[config.mk]
export PLATFORM = sky130hd
export DESIGN_NAME = mips_prog_sequencer
export DESIGN_NICKNAME = d
export VERILOG_FILES = /design/src/rtl/mips_seq_pkg.sv /design/src/rtl/mips_seq_checker.sv /design/src/rtl/mips_prog_sequencer.sv
export SDC_FILE = /design/constraint.sdc
export NUM_CORES = 1
export LEC_CHECK = 0
export BUFFER_PORTS_ARGS = -buffer_cell sky130_fd_sc_hd__buf_2
export CAP_MARGIN = 10
export CORE_ASPECT_RATIO = 1.1
export CORE_MARGIN = 5
export CORE_UTILIZATION = 40
export DETAILED_ROUTE_END_ITERATION = 16
export GPL_TIMING_DRIVEN = 0
export MAX_ROUTING_LAYER = met4
export PLACE_DENSITY = 0.83
export SYNTH_ARGS = -nofsm -noshare
export SYNTH_HDL_FRONTEND = slang
export SYNTH_SLANG_ARGS = --single-unit
[constraint.sdc]
create_clock -name clk1 -period 1.7 [get_ports clk1]
set_input_delay 0.34 -clock clk1 [delete_from_list [all_inputs] [get_ports clk1]]
set_output_delay 0.34 -clock clk1 [all_outputs]
set_load 0.01 [all_outputs]
[src/rtl/mips_seq_pkg.sv]
`default_nettype none
// +----------------------------------------------------------------------------+
// | Module      : mips_seq_pkg                                                 |
// | Description : Shared types and constants for the pipe_MIPS32 self-check    |
// |               sequencer (state encoding, counter widths, register-init     |
// |               depth).                                                      |
// | Revision    : 1.0 - initial release                                        |
// +----------------------------------------------------------------------------+
package mips_seq_pkg;

    // Sequencer state encoding. The top FSM uses IDLE/RINIT/LOAD/RUN/CHECK/DONE.
    // The checker sub-FSM reuses IDLE and owns CHK_REQ/CHK_CMP.
    typedef logic [2:0] seq_state_t;

    localparam seq_state_t S_IDLE    = 3'd0;
    localparam seq_state_t S_RINIT   = 3'd1;
    localparam seq_state_t S_LOAD    = 3'd2;
    localparam seq_state_t S_RUN     = 3'd3;
    localparam seq_state_t S_CHECK   = 3'd4;
    localparam seq_state_t S_DONE    = 3'd5;
    localparam seq_state_t S_CHK_REQ = 3'd6;
    localparam seq_state_t S_CHK_CMP = 3'd7;

    // Register-file preload: Reg[k]=k for k=0..30.
    localparam int NUM_REG_INIT = 31;
    localparam int REG_ADDR_W   = 5;

    // Saturating result counters.
    localparam int FAIL_CNT_W = 8;
    localparam int RUN_CNT_W  = 16;

endpackage
`default_nettype wire

[src/rtl/mips_seq_checker.sv]
`default_nettype none
// +----------------------------------------------------------------------------+
// | Module      : mips_seq_checker                                             |
// | Description : Result read-back and compare engine. On i_start_chk it walks |
// |               the check table: one read request cycle (CHK_REQ) followed   |
// |               by one compare cycle (CHK_CMP) per entry. Counts mismatches  |
// |               (saturating) and captures the first mismatching address.     |
// | Revision    : 1.0 - initial release                                        |
// +----------------------------------------------------------------------------+
// | Ports                                                                      |
// |   clk1, rst_n        clock, asynchronous active-low reset                  |
// |   i_clr              clear result counters (new sequence accepted)         |
// |   i_start_chk        begin checking from index 0 (accepted when idle)      |
// |   i_chk_addr/expect  check-table entry for o_chk_idx                       |
// |   i_mem_rdata        memory read data, valid the cycle after o_chk_re      |
// |   o_chk_idx          check-table index                                     |
// |   o_chk_re           memory read strobe                                    |
// |   o_chk_done         high in the final compare cycle                       |
// |   o_fail_count       mismatch count, saturating                            |
// |   o_first_fail_addr  address of first mismatch, 0 if none                  |
// +----------------------------------------------------------------------------+
module mips_seq_checker
    import mips_seq_pkg::*;
#(
    parameter int DATA_W      = 32,
    parameter int ADDR_W      = 10,
    parameter int CHECK_WORDS = 2
) (
    input  logic                          clk1,
    input  logic                          rst_n,
    input  logic                          i_clr,
    input  logic                          i_start_chk,
    input  logic [ADDR_W-1:0]             i_chk_addr,
    input  logic [DATA_W-1:0]             i_chk_expect,
    input  logic [DATA_W-1:0]             i_mem_rdata,
    output logic [$clog2(CHECK_WORDS):0]  o_chk_idx,
    output logic                          o_chk_re,
    output logic                          o_chk_done,
    output logic [FAIL_CNT_W-1:0]         o_fail_count,
    output logic [ADDR_W-1:0]             o_first_fail_addr
);

    localparam int                    c_IDX_W    = $clog2(CHECK_WORDS) + 1;
    localparam logic [c_IDX_W-1:0]    c_LAST_IDX = c_IDX_W'(CHECK_WORDS - 1);
    localparam logic [FAIL_CNT_W-1:0] c_FAIL_MAX = '1;

    seq_state_t              r_state;
    seq_state_t              w_state_nxt;
    logic [c_IDX_W-1:0]      r_idx;
    logic [FAIL_CNT_W-1:0]   r_fail_count;
    logic [ADDR_W-1:0]       r_first_fail;
    logic                    w_last;
    logic                    w_mismatch;

    assign w_last     = (r_idx == c_LAST_IDX);
    assign w_mismatch = (i_mem_rdata != i_chk_expect);

    // State register
    always_ff @(posedge clk1 or negedge rst_n) begin
        if (!rst_n) begin
            r_state <= S_IDLE;
        end else begin
            r_state <= w_state_nxt;
        end
    end

    // Next-state logic
    always_comb begin
        w_state_nxt = r_state;
        case (r_state)
            S_IDLE:    if (i_start_chk) w_state_nxt = S_CHK_REQ;
            S_CHK_REQ: w_state_nxt = S_CHK_CMP;
            S_CHK_CMP: w_state_nxt = w_last ? S_IDLE : S_CHK_REQ;
            default:   w_state_nxt = S_IDLE;
        endcase
    end

    // Output logic
    always_comb begin
        o_chk_re   = (r_state == S_CHK_REQ);
        o_chk_done = (r_state == S_CHK_CMP) && w_last;
    end

    // Index, mismatch counter and first-failure capture
    always_ff @(posedge clk1 or negedge rst_n) begin
        if (!rst_n) begin
            r_idx        <= '0;
            r_fail_count <= '0;
            r_first_fail <= '0;
        end else begin
            if (i_clr) begin
                r_fail_count <= '0;
                r_first_fail <= '0;
            end
            if (i_start_chk && (r_state == S_IDLE)) begin
                r_idx <= '0;
            end
            if (r_state == S_CHK_CMP) begin
                // Index stays on the last entry once the table is exhausted.
                if (!w_last) begin
                    r_idx <= r_idx + 1'b1;
                end
                if (w_mismatch) begin
                    if (r_fail_count != c_FAIL_MAX) begin
                        r_fail_count <= r_fail_count + 1'b1;
                    end
                    if (r_fail_count == '0) begin
                        r_first_fail <= i_chk_addr;
                    end
                end
            end
        end
    end

    assign o_chk_idx         = r_idx;
    assign o_fail_count      = r_fail_count;
    assign o_first_fail_addr = r_first_fail;

endmodule
`default_nettype wire

[src/rtl/mips_prog_sequencer.sv]
`default_nettype none
// +----------------------------------------------------------------------------+
// | Module      : mips_prog_sequencer                                          |
// | Description : Self-check sequencer for the pipe_MIPS32 core. Loads a       |
// |               program/data image into core memory, releases the core,      |
// |               waits for HLT (or times out), then reads back and compares   |
// |               result words against an expected-value table.                |
// | Revision    : 1.0 - initial release                                        |
// +----------------------------------------------------------------------------+
// | Optional feature macro: MIPS_SEQ_REG_INIT_EN                               |
// |   When defined, a RINIT phase writes Reg[k]=k (k=0..30) through            |
// |   reg_we/reg_addr/reg_wdata before the memory image is loaded.            |
// +----------------------------------------------------------------------------+
// | Ports                                                                      |
// |   clk1, rst_n             clock, asynchronous active-low reset             |
// |   start                   one-cycle pulse, accepted in IDLE or DONE        |
// |   img_idx/addr/data       program image table lookup (combinational)       |
// |   chk_idx/addr/expect     check table lookup (combinational)               |
// |   mem_we/re/addr/wdata    core memory port (sequencer-owned when !cpu_run) |
// |   mem_rdata               read data, one cycle after mem_re                |
// |   cpu_run, cpu_halted     core run enable, core HALTED flag                |
// |   busy, done, pass        sequence status                                  |
// |   timeout                 run exceeded TIMEOUT_CYC                         |
// |   fail_count              mismatches, saturating at 255                    |
// |   first_fail_addr         first mismatching address                        |
// |   run_cycles              cycles spent in RUN, saturating                  |
// |   reg_we/addr/wdata       register preload (MIPS_SEQ_REG_INIT_EN only)     |
// +----------------------------------------------------------------------------+
module mips_prog_sequencer
    import mips_seq_pkg::*;
#(
    parameter int DATA_W      = 32,
    parameter int ADDR_W      = 10,
    parameter int PROG_WORDS  = 8,
    parameter int CHECK_WORDS = 2,
    parameter int TIMEOUT_CYC = 1000
) (
    input  logic                          clk1,
    input  logic                          rst_n,
    input  logic                          start,
    output logic [$clog2(PROG_WORDS):0]   img_idx,
    input  logic [ADDR_W-1:0]             img_addr,
    input  logic [DATA_W-1:0]             img_data,
    output logic [$clog2(CHECK_WORDS):0]  chk_idx,
    input  logic [ADDR_W-1:0]             chk_addr,
    input  logic [DATA_W-1:0]             chk_expect,
    output logic                          mem_we,
    output logic                          mem_re,
    output logic [ADDR_W-1:0]             mem_addr,
    output logic [DATA_W-1:0]             mem_wdata,
    input  logic [DATA_W-1:0]             mem_rdata,
    output logic                          cpu_run,
    input  logic                          cpu_halted,
    output logic                          busy,
    output logic                          done,
    output logic                          pass,
    output logic                          timeout,
    output logic [FAIL_CNT_W-1:0]         fail_count,
    output logic [ADDR_W-1:0]             first_fail_addr,
    output logic [RUN_CNT_W-1:0]          run_cycles
`ifdef MIPS_SEQ_REG_INIT_EN
    ,
    output logic                          reg_we,
    output logic [REG_ADDR_W-1:0]         reg_addr,
    output logic [DATA_W-1:0]             reg_wdata
`endif
);

    localparam int                     c_IMG_IDX_W = $clog2(PROG_WORDS) + 1;
    localparam logic [c_IMG_IDX_W-1:0] c_IMG_LAST  = c_IMG_IDX_W'(PROG_WORDS - 1);
    // Dedicated timeout counter so the limit is independent of the
    // 16-bit saturating run_cycles report.
    localparam int                     c_TMO_W     = $clog2(TIMEOUT_CYC + 1);
    localparam logic [c_TMO_W-1:0]     c_TMO_LIMIT = c_TMO_W'(TIMEOUT_CYC);
    localparam logic [RUN_CNT_W-1:0]   c_RUN_MAX   = '1;

    seq_state_t                r_state;
    seq_state_t                w_state_nxt;
    logic [c_IMG_IDX_W-1:0]    r_img_idx;
    logic [c_TMO_W-1:0]        r_tmo_cnt;
    logic [c_TMO_W-1:0]        w_tmo_nxt;
    logic [RUN_CNT_W-1:0]      r_run_cycles;
    logic                      r_timeout;
    logic                      w_start_acc;
    logic                      w_img_last;
    logic                      w_tmo_hit;
    logic                      w_start_chk;
    logic                      w_chk_re;
    logic                      w_chk_done;

`ifdef MIPS_SEQ_REG_INIT_EN
    localparam logic [REG_ADDR_W-1:0] c_REG_LAST = REG_ADDR_W'(NUM_REG_INIT - 1);
    logic [REG_ADDR_W-1:0]     r_reg_k;
`endif

    assign w_start_acc = start && ((r_state == S_IDLE) || (r_state == S_DONE));
    assign w_img_last  = (r_img_idx == c_IMG_LAST);
    assign w_tmo_nxt   = r_tmo_cnt + 1'b1;
    assign w_tmo_hit   = (w_tmo_nxt == c_TMO_LIMIT);
    // Halt takes priority over a coincident timeout.
    assign w_start_chk = (r_state == S_RUN) && cpu_halted;

    // State register
    always_ff @(posedge clk1 or negedge rst_n) begin
        if (!rst_n) begin
            r_state <= S_IDLE;
        end else begin
            r_state <= w_state_nxt;
        end
    end

    // Next-state logic
    always_comb begin
        w_state_nxt = r_state;
        case (r_state)
            S_IDLE, S_DONE: begin
                if (w_start_acc) begin
`ifdef MIPS_SEQ_REG_INIT_EN
                    w_state_nxt = S_RINIT;
`else
                    w_state_nxt = S_LOAD;
`endif
                end
            end
`ifdef MIPS_SEQ_REG_INIT_EN
            S_RINIT: if (r_reg_k == c_REG_LAST) w_state_nxt = S_LOAD;
`endif
            S_LOAD: if (w_img_last) w_state_nxt = S_RUN;
            S_RUN: begin
                if (cpu_halted) begin
                    w_state_nxt = S_CHECK;
                end else if (w_tmo_hit) begin
                    w_state_nxt = S_DONE;
                end
            end
            S_CHECK: if (w_chk_done) w_state_nxt = S_DONE;
            default: w_state_nxt = S_IDLE;
        endcase
    end

    // Output logic
    always_comb begin
        mem_we    = 1'b0;
        mem_re    = 1'b0;
        mem_addr  = '0;
        mem_wdata = '0;
        cpu_run   = 1'b0;
        busy      = 1'b0;
        done      = 1'b0;
        pass      = 1'b0;
`ifdef MIPS_SEQ_REG_INIT_EN
        reg_we    = 1'b0;
        reg_addr  = '0;
        reg_wdata = '0;
`endif
        case (r_state)
`ifdef MIPS_SEQ_REG_INIT_EN
            S_RINIT: begin
                busy      = 1'b1;
                reg_we    = 1'b1;
                reg_addr  = r_reg_k;
                reg_wdata = DATA_W'(r_reg_k);
            end
`endif
            S_LOAD: begin
                busy      = 1'b1;
                mem_we    = 1'b1;
                mem_addr  = img_addr;
                mem_wdata = img_data;
            end
            S_RUN: begin
                busy    = 1'b1;
                cpu_run = 1'b1;
            end
            S_CHECK: begin
                busy   = 1'b1;
                mem_re = w_chk_re;
                if (w_chk_re) begin
                    mem_addr = chk_addr;
                end
            end
            S_DONE: begin
                done = 1'b1;
                pass = (fail_count == '0) && !r_timeout;
            end
            default: begin
                busy = 1'b0;
            end
        endcase
    end

    // Load index, run/timeout counters
    always_ff @(posedge clk1 or negedge rst_n) begin
        if (!rst_n) begin
            r_img_idx    <= '0;
            r_tmo_cnt    <= '0;
            r_run_cycles <= '0;
            r_timeout    <= 1'b0;
        end else begin
            if (w_start_acc) begin
                r_img_idx    <= '0;
                r_tmo_cnt    <= '0;
                r_run_cycles <= '0;
                r_timeout    <= 1'b0;
            end
            // Index stays on the last image word after LOAD completes.
            if ((r_state == S_LOAD) && !w_img_last) begin
                r_img_idx <= r_img_idx + 1'b1;
            end
            if (r_state == S_RUN) begin
                r_tmo_cnt <= w_tmo_nxt;
                if (r_run_cycles != c_RUN_MAX) begin
                    r_run_cycles <= r_run_cycles + 1'b1;
                end
                if (!cpu_halted && w_tmo_hit) begin
                    r_timeout <= 1'b1;
                end
            end
        end
    end

`ifdef MIPS_SEQ_REG_INIT_EN
    always_ff @(posedge clk1 or negedge rst_n) begin
        if (!rst_n) begin
            r_reg_k <= '0;
        end else if (w_start_acc) begin
            r_reg_k <= '0;
        end else if ((r_state == S_RINIT) && (r_reg_k != c_REG_LAST)) begin
            r_reg_k <= r_reg_k + 1'b1;
        end
    end
`endif

    mips_seq_checker #(
        .DATA_W      (DATA_W),
        .ADDR_W      (ADDR_W),
        .CHECK_WORDS (CHECK_WORDS)
    ) u_checker (
        .clk1              (clk1),
        .rst_n             (rst_n),
        .i_clr             (w_start_acc),
        .i_start_chk       (w_start_chk),
        .i_chk_addr        (chk_addr),
        .i_chk_expect      (chk_expect),
        .i_mem_rdata       (mem_rdata),
        .o_chk_idx         (chk_idx),
        .o_chk_re          (w_chk_re),
        .o_chk_done        (w_chk_done),
        .o_fail_count      (fail_count),
        .o_first_fail_addr (first_fail_addr)
    );

    assign img_idx    = r_img_idx;
    assign timeout    = r_timeout;
    assign run_cycles = r_run_cycles;

endmodule
`default_nettype wire

==> results.sh, run 1 <==
export IMPL_outcome="finished, violations left"
export IMPL_violations="negative setup slack"
export IMPL_drt_total_wl_mm=13.89
export IMPL_portBuffers=208
export IMPL_ys_warnings_count=0
export IMPL_core_region_area_sq_um=8874
export IMPL_rsz0062_at_grt="true"
export IMPL_timing_fmax_ghz=0.4958
export IMPL_ys_flop_type="dfrtp_1"
export IMPL_cts_hold_buffers=0
export IMPL_worstPathMaxFanout=6
export IMPL_ir_worst_vdd_uv=883.2
export IMPL_syn_area_sq_um=3648
export IMPL_netSwitchingFraction_pct=40.58
export IMPL_cts_sinks=56
export IMPL_worst_pin_slew_ns=0.6372
export IMPL_vias_per_cell=5.355
export IMPL_synthCells=407
export IMPL_ys_async_sr_fraction_pct=100.0
export IMPL_dieArea_sq_um=11130
export IMPL_die_y_um=110.2
export IMPL_drive_gt1_share_pct=54.20
export IMPL_ys_types=56
export IMPL_p_leak_nw=3.028
export IMPL_drcViolationCount=0
export IMPL_wl_met2_mm=7.555
export IMPL_cts_buffers=5
export IMPL_slew_headroom_pct=57.52
export IMPL_antenna_found_initial=0
export IMPL_internal_power_mw=5.299
export IMPL_min_path_type="primary input to asynchronous set/reset pin"
export IMPL_fin_setup_tns_ns=-12.93
export IMPL_finalPower_mw=8.918
export IMPL_routabilityCongestion=0.8604
export IMPL_grt_overflow=0
export IMPL_fillers=652
export IMPL_pin_count=209
export IMPL_grt_pass1_vias=4208
export IMPL_pre_cts_ws_ns=-0.4576
export IMPL_dpl_cell_area_sq_um=4875
export IMPL_cts_root_buf="clkbuf_8"
export IMPL_whs_ns=0.03037
export IMPL_final_cell_count_no_fill=794
export IMPL_avgRoutedWirePerCell_um=17.49
export IMPL_htreeDepth=2
export IMPL_nets=805
export IMPL_switchingPower_mw=3.619
export IMPL_synth_edf_count=0
export IMPL_rows=36
export IMPL_hold_viol_final=0
export IMPL_wl_met1_mm=5.263
export IMPL_clock_path_buffers=2
export IMPL_power_density_nw_per_um2=1471
export IMPL_yosysSeqAreaShare_pct=38.41
export IMPL_synth_nets=532
export IMPL_top_layer_used="met4"
export IMPL_clkLatencyLatePin_ns=0.32
export IMPL_p_seq_share_pct=24.3
export IMPL_max_cap_violations=0
export IMPL_end_kind="flop"
export IMPL_slew_violations=0
export IMPL_grt_first_pass_wirelength_mm=19.57
export IMPL_path_class="flop to flop"
export IMPL_via_count=4252
export IMPL_postLayoutCellArea_sq_um=6061
export IMPL_ys_ff_latch=56
export IMPL_layout_min_cycle_time_ns=2.017
export IMPL_clk_pin_slew_ns=0.11
export IMPL_area_growth_synth_to_final_pct=66.12
export IMPL_regArea_sq_um=1413
export IMPL_setup_viol=62
export IMPL_grt_start_max_net_pins=32
export IMPL_setup_ws_ns=-0.3168
export IMPL_multiInputGateArea_sq_um=2401
export IMPL_fin_crit_sh_pct=118.6
export IMPL_cp_start_kind="flop"
export IMPL_placedCellCount=730
export IMPL_p_comb_share_pct=66.1
export IMPL_start_util_pct=41.12
export IMPL_globalRouteTotalUtil_pct=22.28
export IMPL_cp_arrival_ns=2.21
export IMPL_synth_avg_cell_area_sq_um=8.964
export IMPL_die_w_um=101.1
export IMPL_p_clk_share_pct=9.6
export IMPL_cp_required_ns=1.89
export IMPL_final_util_pct=68.30
export IMPL_met3_length_um=801
export IMPL_clock_skew_final_ns=0.01869
export IMPL_drt_pass1_iterations=5
export IMPL_cts_tree="built"
export IMPL_ant_nets=0
export IMPL_dpl_hpwl_mm=9.390
export IMPL_drtIter0Drc=278
path summary, 6_finish.rpt:
kind / start / to / slack, ns / cells past startpoint
setup / recovery: r_state[2] / run_cycles[11] / -0.32 / 9
hold / removal: rst_n / r_tmo_cnt[9] / 0.03 / 1
setup reg to reg: r_state[2] / run_cycles[11] / -0.32 / 9
hold reg to reg: u_checker.r_state[0] / u_checker.r_state[0] / 0.47 / 1
max in group asynchronous: rst_n / r_tmo_cnt[0] / 1.05 / 2
min in group clk1: chk_addr[5] / u_checker.o_first_fail_addr[5] / 0.28 / 3
what timing repair did:
| item | CTS | global route |
|---|---|---|
| cloned | 3 | 3 |
| buffers inserted | 38 | 19 |
| pin swaps | 12 | 36 |
| setup endpoints to repair | 88 | 92 |
| resized for setup | 68 | 84 |
synthesized netlist by cell type, drive strengths merged (3+ instances only):
master / number / share of area [%]
a21oi: 4 / 0.55
a22o: 11 / 2.7
a31oi: 5 / 0.86
and2: 36 / 6.2
and3: 4 / 0.69
buf: 3 / 0.58
clkbuf: 12 / 1.2
dfrtp: 56 / 38
ha: 5 / 1.7
inv: 20 / 2.1
mux2i: 15 / 4.1
nand2: 46 / 4.7
nand3: 23 / 3.3
nand4: 9 / 2.0
nor2: 18 / 2.1
nor2b: 5 / 0.86
nor3: 6 / 0.96
nor4: 8 / 2.1
o211ai: 9 / 1.9
o21ai: 34 / 4.8
o31ai: 7 / 1.4
xnor2: 5 / 1.2
xor2: 35 / 8.4
layer usage:
metal / up-vias / GRT usage, %
met2: 169 / 39.16
met1: 2064 / 26.67
met4: 0 / 5.983
li1: 1995 / -
met3: 24 / 3.335
met5: - / -
cell families after synthesis:
| kind of cell | share of synthesized area (%) |
|---|---|
| AO/OA/AOI/OAI | 16.80 |
| flip-flops | 38.41 |
| adder cells (fa/ha/maj) | 1.715 |
| buffers and inverters | 3.875 |
| XOR/XNOR | 9.602 |
| AND/OR/NAND/NOR | 25.07 |
| multiplexers | 4.527 |
power by group through the flow:
stage	logic, mW	clock network (mW)	registers (mW)
2_1_floorplan	2.07	0	2.25
3_3_place_gp	3.49	0	2.14
3_5_place_dp	3.63	0	2.18
4_1_cts	4.79	0.864	2.13
5_1_grt	6.30	0.910	2.21
6_report	5.90	0.852	2.17
layout by cell type, fill, tap and decap left out, drive strengths merged, types with 2 or more instances in the layout:
| master | count |
|---|---|
| a21o | 2 |
| a21oi | 4 |
| a22o | 11 |
| a311oi | 2 |
| a31oi | 5 |
| and2 | 36 |
| and3 | 4 |
| and4 | 2 |
| buf | 271 |
| clkbuf | 15 |
| dfrtp | 56 |
| ha | 5 |
| inv | 20 |
| mux2i | 15 |
| nand2 | 46 |
| nand3 | 23 |
| nand4 | 9 |
| nor2 | 18 |
| nor2b | 5 |
| nor3 | 6 |
| nor3b | 2 |
| nor4 | 8 |
| o2111ai | 2 |
| o211ai | 9 |
| o21ai | 34 |
| o22ai | 2 |
| o31ai | 7 |
| o32ai | 2 |
| or3 | 2 |
| xnor2 | 5 |
| xor2 | 35 |
critical path, cell delays in order, from the launching register on:
cell and delay, ns:
dfrtp_2 0.45, buf_4 0.15, nor2b_2 0.19, nand2_4 0.12
inv_4 0.13, nand4_4 0.20, nor3_4 0.20, o211ai_1 0.18
o211ai_1 0.20, o31ai_1 0.09
flip-flops by register name (all words and copies together) (netlist names):
register and cells:
timeout 1, r_state 3, u_checker.o_first_fail_addr 10, run_cycles 16
u_checker.o_fail_count 8, u_checker.r_state 2, r_tmo_cnt 10, u_checker.o_chk_idx 2
img_idx 4
layout make-up:
type,count,area share [%]
Inverter,20,1.280
Clock buffer,5,1.135
Buffer,13,2.457
Multi-Input combinational cell,316,39.62
Sequential cell,56,23.31
Tap cell,114,2.353
Antenna cell,1,0.04129
Clock inverter,1,0.4955
Timing Repair Buffer,268,29.31
Note: power is estimated with default switching activity, not from simulation.
==> run 2: changes to the inputs <==
- CORE_ASPECT_RATIO: 1.1 -> not set
==> run 2 against run 1 <==
Compared with the run above: the flow still finishes with violations (negative setup slack); clock power shrank 7.7%; global-route usage grew 1.4 points; first-iteration DRC count is 43% lower; cell area is 1.4% higher; critical path depth is 2 lower; critical path type is now flop to output pin; wire length grew 0.91%; worst hold slack improved by 0.034 ns; die area is essentially flat; register-to-register slack better by 0.09 ns; final cell count is 0.38% lower; setup slack worse by 0.024 ns.
==> results.sh, run 2 (synthesized netlist as in run 1, its figures left out) <==
export IMPL_largest_reg_flops=16
export IMPL_cp_slowest_cell="dfrtp_1"
export IMPL_hold_viol_final=0
export IMPL_cp_start_kind="flop"
export IMPL_ant_nets=0
export IMPL_placedCellCount=723
export IMPL_setup_viol=64
export IMPL_clock_path_buffers=2
export IMPL_crit_start="r_state[1]"
export IMPL_cts_buffers=5
export IMPL_globalRouteTotalUtil_pct=23.71
export IMPL_drt_pass1_iterations=4
export IMPL_pin_count=209
export IMPL_end_kind="output pin"
export IMPL_rr_startpoint="r_state[2]"
export IMPL_dpl_cell_area_sq_um=4847
export IMPL_switchingPower_mw=3.787
export IMPL_routabilityCongestion=0.8286
export IMPL_p_comb_share_pct=66.8
export IMPL_final_util_pct=69.78
export IMPL_worst_pin_slew_ns=0.7169
export IMPL_area_growth_synth_to_final_pct=68.42
export IMPL_p_clk_share_pct=8.7
export IMPL_vias_per_cell=5.340
export IMPL_final_common_cell="buf_2"
export IMPL_p_leak_nw=3.041
export IMPL_fin_setup_tns_ns=-14.36
export IMPL_slew_violations=0
export IMPL_via_count=4224
export IMPL_final_cell_count_no_fill=791
export IMPL_path_class="flop to output pin"
export IMPL_n_antenna_cell=0
export IMPL_min_path_type="primary input to asynchronous set/reset pin"
export IMPL_grt_pass1_vias=4375
export IMPL_slew_headroom_pct=52.21
export IMPL_cts_hold_buffers=0
export IMPL_cts_tree="built"
export IMPL_outcome="finished, violations left"
export IMPL_cp_arrival_ns=1.70
export IMPL_whs_ns=0.06394
export IMPL_grt_overflow=0
export IMPL_portBuffers=208
export IMPL_rows=34
export IMPL_worstPathMaxFanout=5
export IMPL_violations="negative setup slack"
export IMPL_internal_power_mw=5.281
export IMPL_pre_cts_ws_ns=-0.4929
export IMPL_drt_total_wl_mm=14.02
export IMPL_drive_gt1_share_pct=56.95
export IMPL_clkLatencyLatePin_ns=0.32
export IMPL_path_buf_inv=4
export IMPL_mostFrequentLayoutCells="187 x buf_2, 48 x buf_4, 47 x dfrtp_1"
export IMPL_netSwitchingFraction_pct=41.77
export IMPL_ir_worst_vdd_uv=1021
export IMPL_critPathMaxStageDelay_ns=0.43
export IMPL_cp_cell_sequence="buf_4, nand2b_4, nor2_4, buf_6, clkbuf_8, and2_1, buf_2"
export IMPL_antenna_found_initial=0
export IMPL_setup_ws_ns=-0.3409
export IMPL_cts_root_buf="clkbuf_8"
export IMPL_start_util_pct=41.43
export IMPL_cp_required_ns=1.36
export IMPL_postLayoutCellArea_sq_um=6145
export IMPL_timing_fmax_ghz=0.4900
export IMPL_clk_pin_slew_ns=0.11
export IMPL_avgRoutedWirePerCell_um=17.72
export IMPL_htreeDepth=2
export IMPL_cpLargestDelayFamily="buffers and inverters"
export IMPL_dieArea_sq_um=11130
export IMPL_power_density_nw_per_um2=1476
export IMPL_fin_crit_sh_pct=120.1
export IMPL_layout_min_cycle_time_ns=2.041
export IMPL_p_seq_share_pct=24.6
export IMPL_core_region_area_sq_um=8806
export IMPL_finalPower_mw=9.068
export IMPL_cts_sinks=56
export IMPL_drtIter0Drc=158
export IMPL_max_cap_violations=0
export IMPL_rsz0062_at_grt="true"
export IMPL_dpl_hpwl_mm=8.959
export IMPL_grt_first_pass_wirelength_mm=21.38
export IMPL_die_y_um=105.5
export IMPL_grt_start_max_net_pins=57
export IMPL_drcViolationCount=0
export IMPL_clock_skew_final_ns=0.007602
export IMPL_nets=807
export IMPL_die_w_um=105.5
==> run 2: layout make-up <==
class | instances | area, sq um
Tap cell | 108 | 135.1
Fill cell | 649 | 2661
Inverter | 20 | 80.08
Clock inverter | 2 | 10.01
Timing Repair Buffer | 271 | 1734
Sequential cell | 56 | 1413
Buffer | 12 | 138.9
Multi-Input combinational cell | 316 | 2551
Clock buffer | 6 | 82.58
==> run 2: final timing paths <==
kind                                                  end  slack (ns)  depth (start not counted)
hold reg to reg                      u_checker.r_state[0]        0.46                          1
setup / recovery                            mem_wdata[30]       -0.34                          7
min in group clk1          u_checker.o_first_fail_addr[4]        0.26                          3
setup reg to reg                           run_cycles[11]       -0.23                         10
hold / removal                               r_tmo_cnt[9]        0.06                          1
max in group asynchronous                    r_tmo_cnt[0]        1.12                          1
==> run 2: timing repair <==
item | 4_1_cts | 5_1_grt
pin swaps | 50 | 22
setup buffers | 42 | 17
cloned | 6 | 0
endpoints found under the setup margin | 89 | 97
gates resized for setup | 138 | 68
==> run 2: layer usage <==
layer	vias to the layer above	wire length (um)	global-route usage [%]
met5	-	0	-
met4	0	312	6.013
met3	30	631	3.301
met2	145	7584	42.58
met1	2050	5486	27.97
li1	1999	-	-
==> run 2: power by group through the flow <==
stage / Combinational (mW) / Sequential [mW] / Clock (mW)
2_1_floorplan: 2.07 / 2.25 / 0
3_3_place_gp: 3.50 / 2.15 / 0
3_5_place_dp: 3.61 / 2.17 / 0
4_1_cts: 5.44 / 2.17 / 0.792
5_1_grt: 6.51 / 2.28 / 0.854
6_report: 6.06 / 2.23 / 0.786
==> run 3: changes to the inputs <==
- GPL_TIMING_DRIVEN: 0 -> 1
==> run 3 against run 2 <==
Compared with the run above: the run ends with negative hold slack, negative setup slack left; core utilization grew 4.9 points; power grew 11%; worst hold slack lost 0.067 ns; non-clock buffer count grew 26; flip-flop and latch count is the same; wire length grew 5.1%; clock skew grew 0.0019 ns; via count grew 4.4%; global-route usage shrank 1.0 points; highest routed layer unchanged.
==> results.sh, run 3 (synthesized netlist as in run 1, its figures left out) <==
export IMPL_clk_pin_slew_ns=0.11
export IMPL_busiest_layer="met2"
export IMPL_cts_hold_buffers=0
export IMPL_portBuffers=208
export IMPL_dieArea_sq_um=11130
export IMPL_fin_setup_tns_ns=-11.39
export IMPL_violations="negative hold slack, negative setup slack"
export IMPL_drcViolationCount=0
export IMPL_end_kind="output pin"
export IMPL_antenna_found_initial=0
export IMPL_outcome="finished, violations left"
export IMPL_layout_min_cycle_time_ns=1.966
export IMPL_postLayoutCellArea_sq_um=6573
export IMPL_gr_usage_met2_pct=40.80
export IMPL_dpl_cell_area_sq_um=5256
export IMPL_pre_cts_ws_ns=-0.2379
export IMPL_timing_fmax_ghz=0.5085
export IMPL_finalPower_mw=10.05
export IMPL_slew_headroom_pct=78.86
export IMPL_dpl_hpwl_mm=9.625
export IMPL_n_antenna_cell=0
export IMPL_cts_root_buf="clkbuf_8"
export IMPL_cp_required_ns=1.36
export IMPL_grt_start_max_net_pins=57
export IMPL_drt_total_wl_mm=14.73
export IMPL_largest_reg_flops=16
export IMPL_mostFrequentLayoutCells="175 x buf_2, 68 x buf_4, 50 x dfrtp_1"
export IMPL_fin_crit_sh_pct=115.7
export IMPL_pin_count=209
export IMPL_routabilityCongestion=0.8453
export IMPL_grt_first_pass_wirelength_mm=20.64
export IMPL_core_region_area_sq_um=8806
export IMPL_via_count=4408
export IMPL_final_common_cell="buf_2"
export IMPL_die_y_um=105.5
export IMPL_area_growth_synth_to_final_pct=80.14
export IMPL_cts_sinks=56
export IMPL_htreeDepth=2
export IMPL_path_class="flop to output pin"
export IMPL_whs_ns=-0.003307
export IMPL_final_util_pct=74.64
export IMPL_clock_path_buffers=2
export IMPL_cts_tree="built"
export IMPL_max_cap_violations=0
export IMPL_nets=833
export IMPL_worst_pin_slew_ns=0.3138
export IMPL_avgRoutedWirePerCell_um=18.03
export IMPL_start_util_pct=41.43
export IMPL_globalRouteTotalUtil_pct=22.67
export IMPL_grt_pass1_vias=4413
export IMPL_drtIter0Drc=175
export IMPL_fillers=591
export IMPL_ir_worst_vdd_uv=903.7
export IMPL_drive_gt1_share_pct=59.66
export IMPL_setup_ws_ns=-0.2665
export IMPL_die_w_um=105.5
export IMPL_drt_pass1_iterations=4
export IMPL_min_path_type="primary input to asynchronous set/reset pin"
export IMPL_p_leak_nw=3.295
export IMPL_use_met3_pct=2.934
export IMPL_grtUsageMet1_pct=27.53
export IMPL_cp_arrival_ns=1.63
export IMPL_cp_start_kind="flop"
export IMPL_rsz0062_at_grt="true"
export IMPL_power_density_nw_per_um2=1529
export IMPL_hold_viol_final=1
export IMPL_cts_buffers=5
export IMPL_vias_per_cell=5.395
export IMPL_clkLatencyLatePin_ns=0.32
export IMPL_worstPathMaxFanout=6
export IMPL_rows=34
export IMPL_slew_violations=0
export IMPL_grt_overflow=0
export IMPL_setup_viol=64
export IMPL_ant_nets=0
export IMPL_clock_skew_final_ns=0.009511
run 3: worst paths after layout:
check	from	endpoint	slack (ns)	depth (start not counted)
worst min-delay path	rst_n	r_tmo_cnt[7]	-0.003	2
worst min register to register	u_checker.r_state[0]	u_checker.r_state[0]	0.48	1
worst max register to register	r_state[2]	r_tmo_cnt[9]	-0.08	10
min in group clk1	chk_addr[6]	u_checker.o_first_fail_addr[6]	0.26	3
max in group asynchronous	rst_n	r_state[2]	1.42	2
worst max-delay path	r_state[2]	mem_addr[2]	-0.27	6
run 3: stage by stage:
| step | hold slack [ns] | instances |
|---|---|---|
| after detailed placement | 0.3693 | 767 |
| final | -0.003307 | 817 |
| after floorplan | 0.04441 | 407 |
| after global routing | 0.01098 | 817 |
| after CTS | 0.01259 | 793 |
| after global placement | 0.3639 | 767 |
run 3: final cells by class:
type | count | area (sq um) | share of cell area, %
clock buffers | 5 | 68.82 | 1.047
clock inverters | 3 | 47.55 | 0.7234
inverters | 20 | 75.07 | 1.142
multi-input cells | 316 | 2529 | 38.47
flip-flops and latches | 56 | 1409 | 21.44
well taps | 108 | 135.1 | 2.056
repair buffers | 309 | 2308 | 35.12
run 3: metal layers:
metal | vias to the layer above | wire [um]
li1 | 2060 | -
met4 | 0 | 246
met2 | 158 | 8226
met3 | 28 | 626
met1 | 2162 | 5633
met5 | - | 0
run 3: critical path, stage by stage, from the launching register on:
cell      delay (ns)
dfrtp_2         0.46
nand2b_4        0.17
nor2_4          0.14
buf_6           0.14
buf_12          0.12
a22o_1          0.15
buf_2           0.13
run 3: report_power, final:
part           total, mW  switching (mW)  internal [mW]
combinational       6.99            3.15           3.84
clock              0.927           0.482          0.445
sequential          2.13           0.395           1.73
total               10.1            4.03           6.02
run 3: what timing repair did:
action	in CTS	in global routing
endpoints found under the setup margin	63	92
pin swaps	10	60
gates cloned	4	7
buffers inserted	14	23
gates resized for setup	40	157
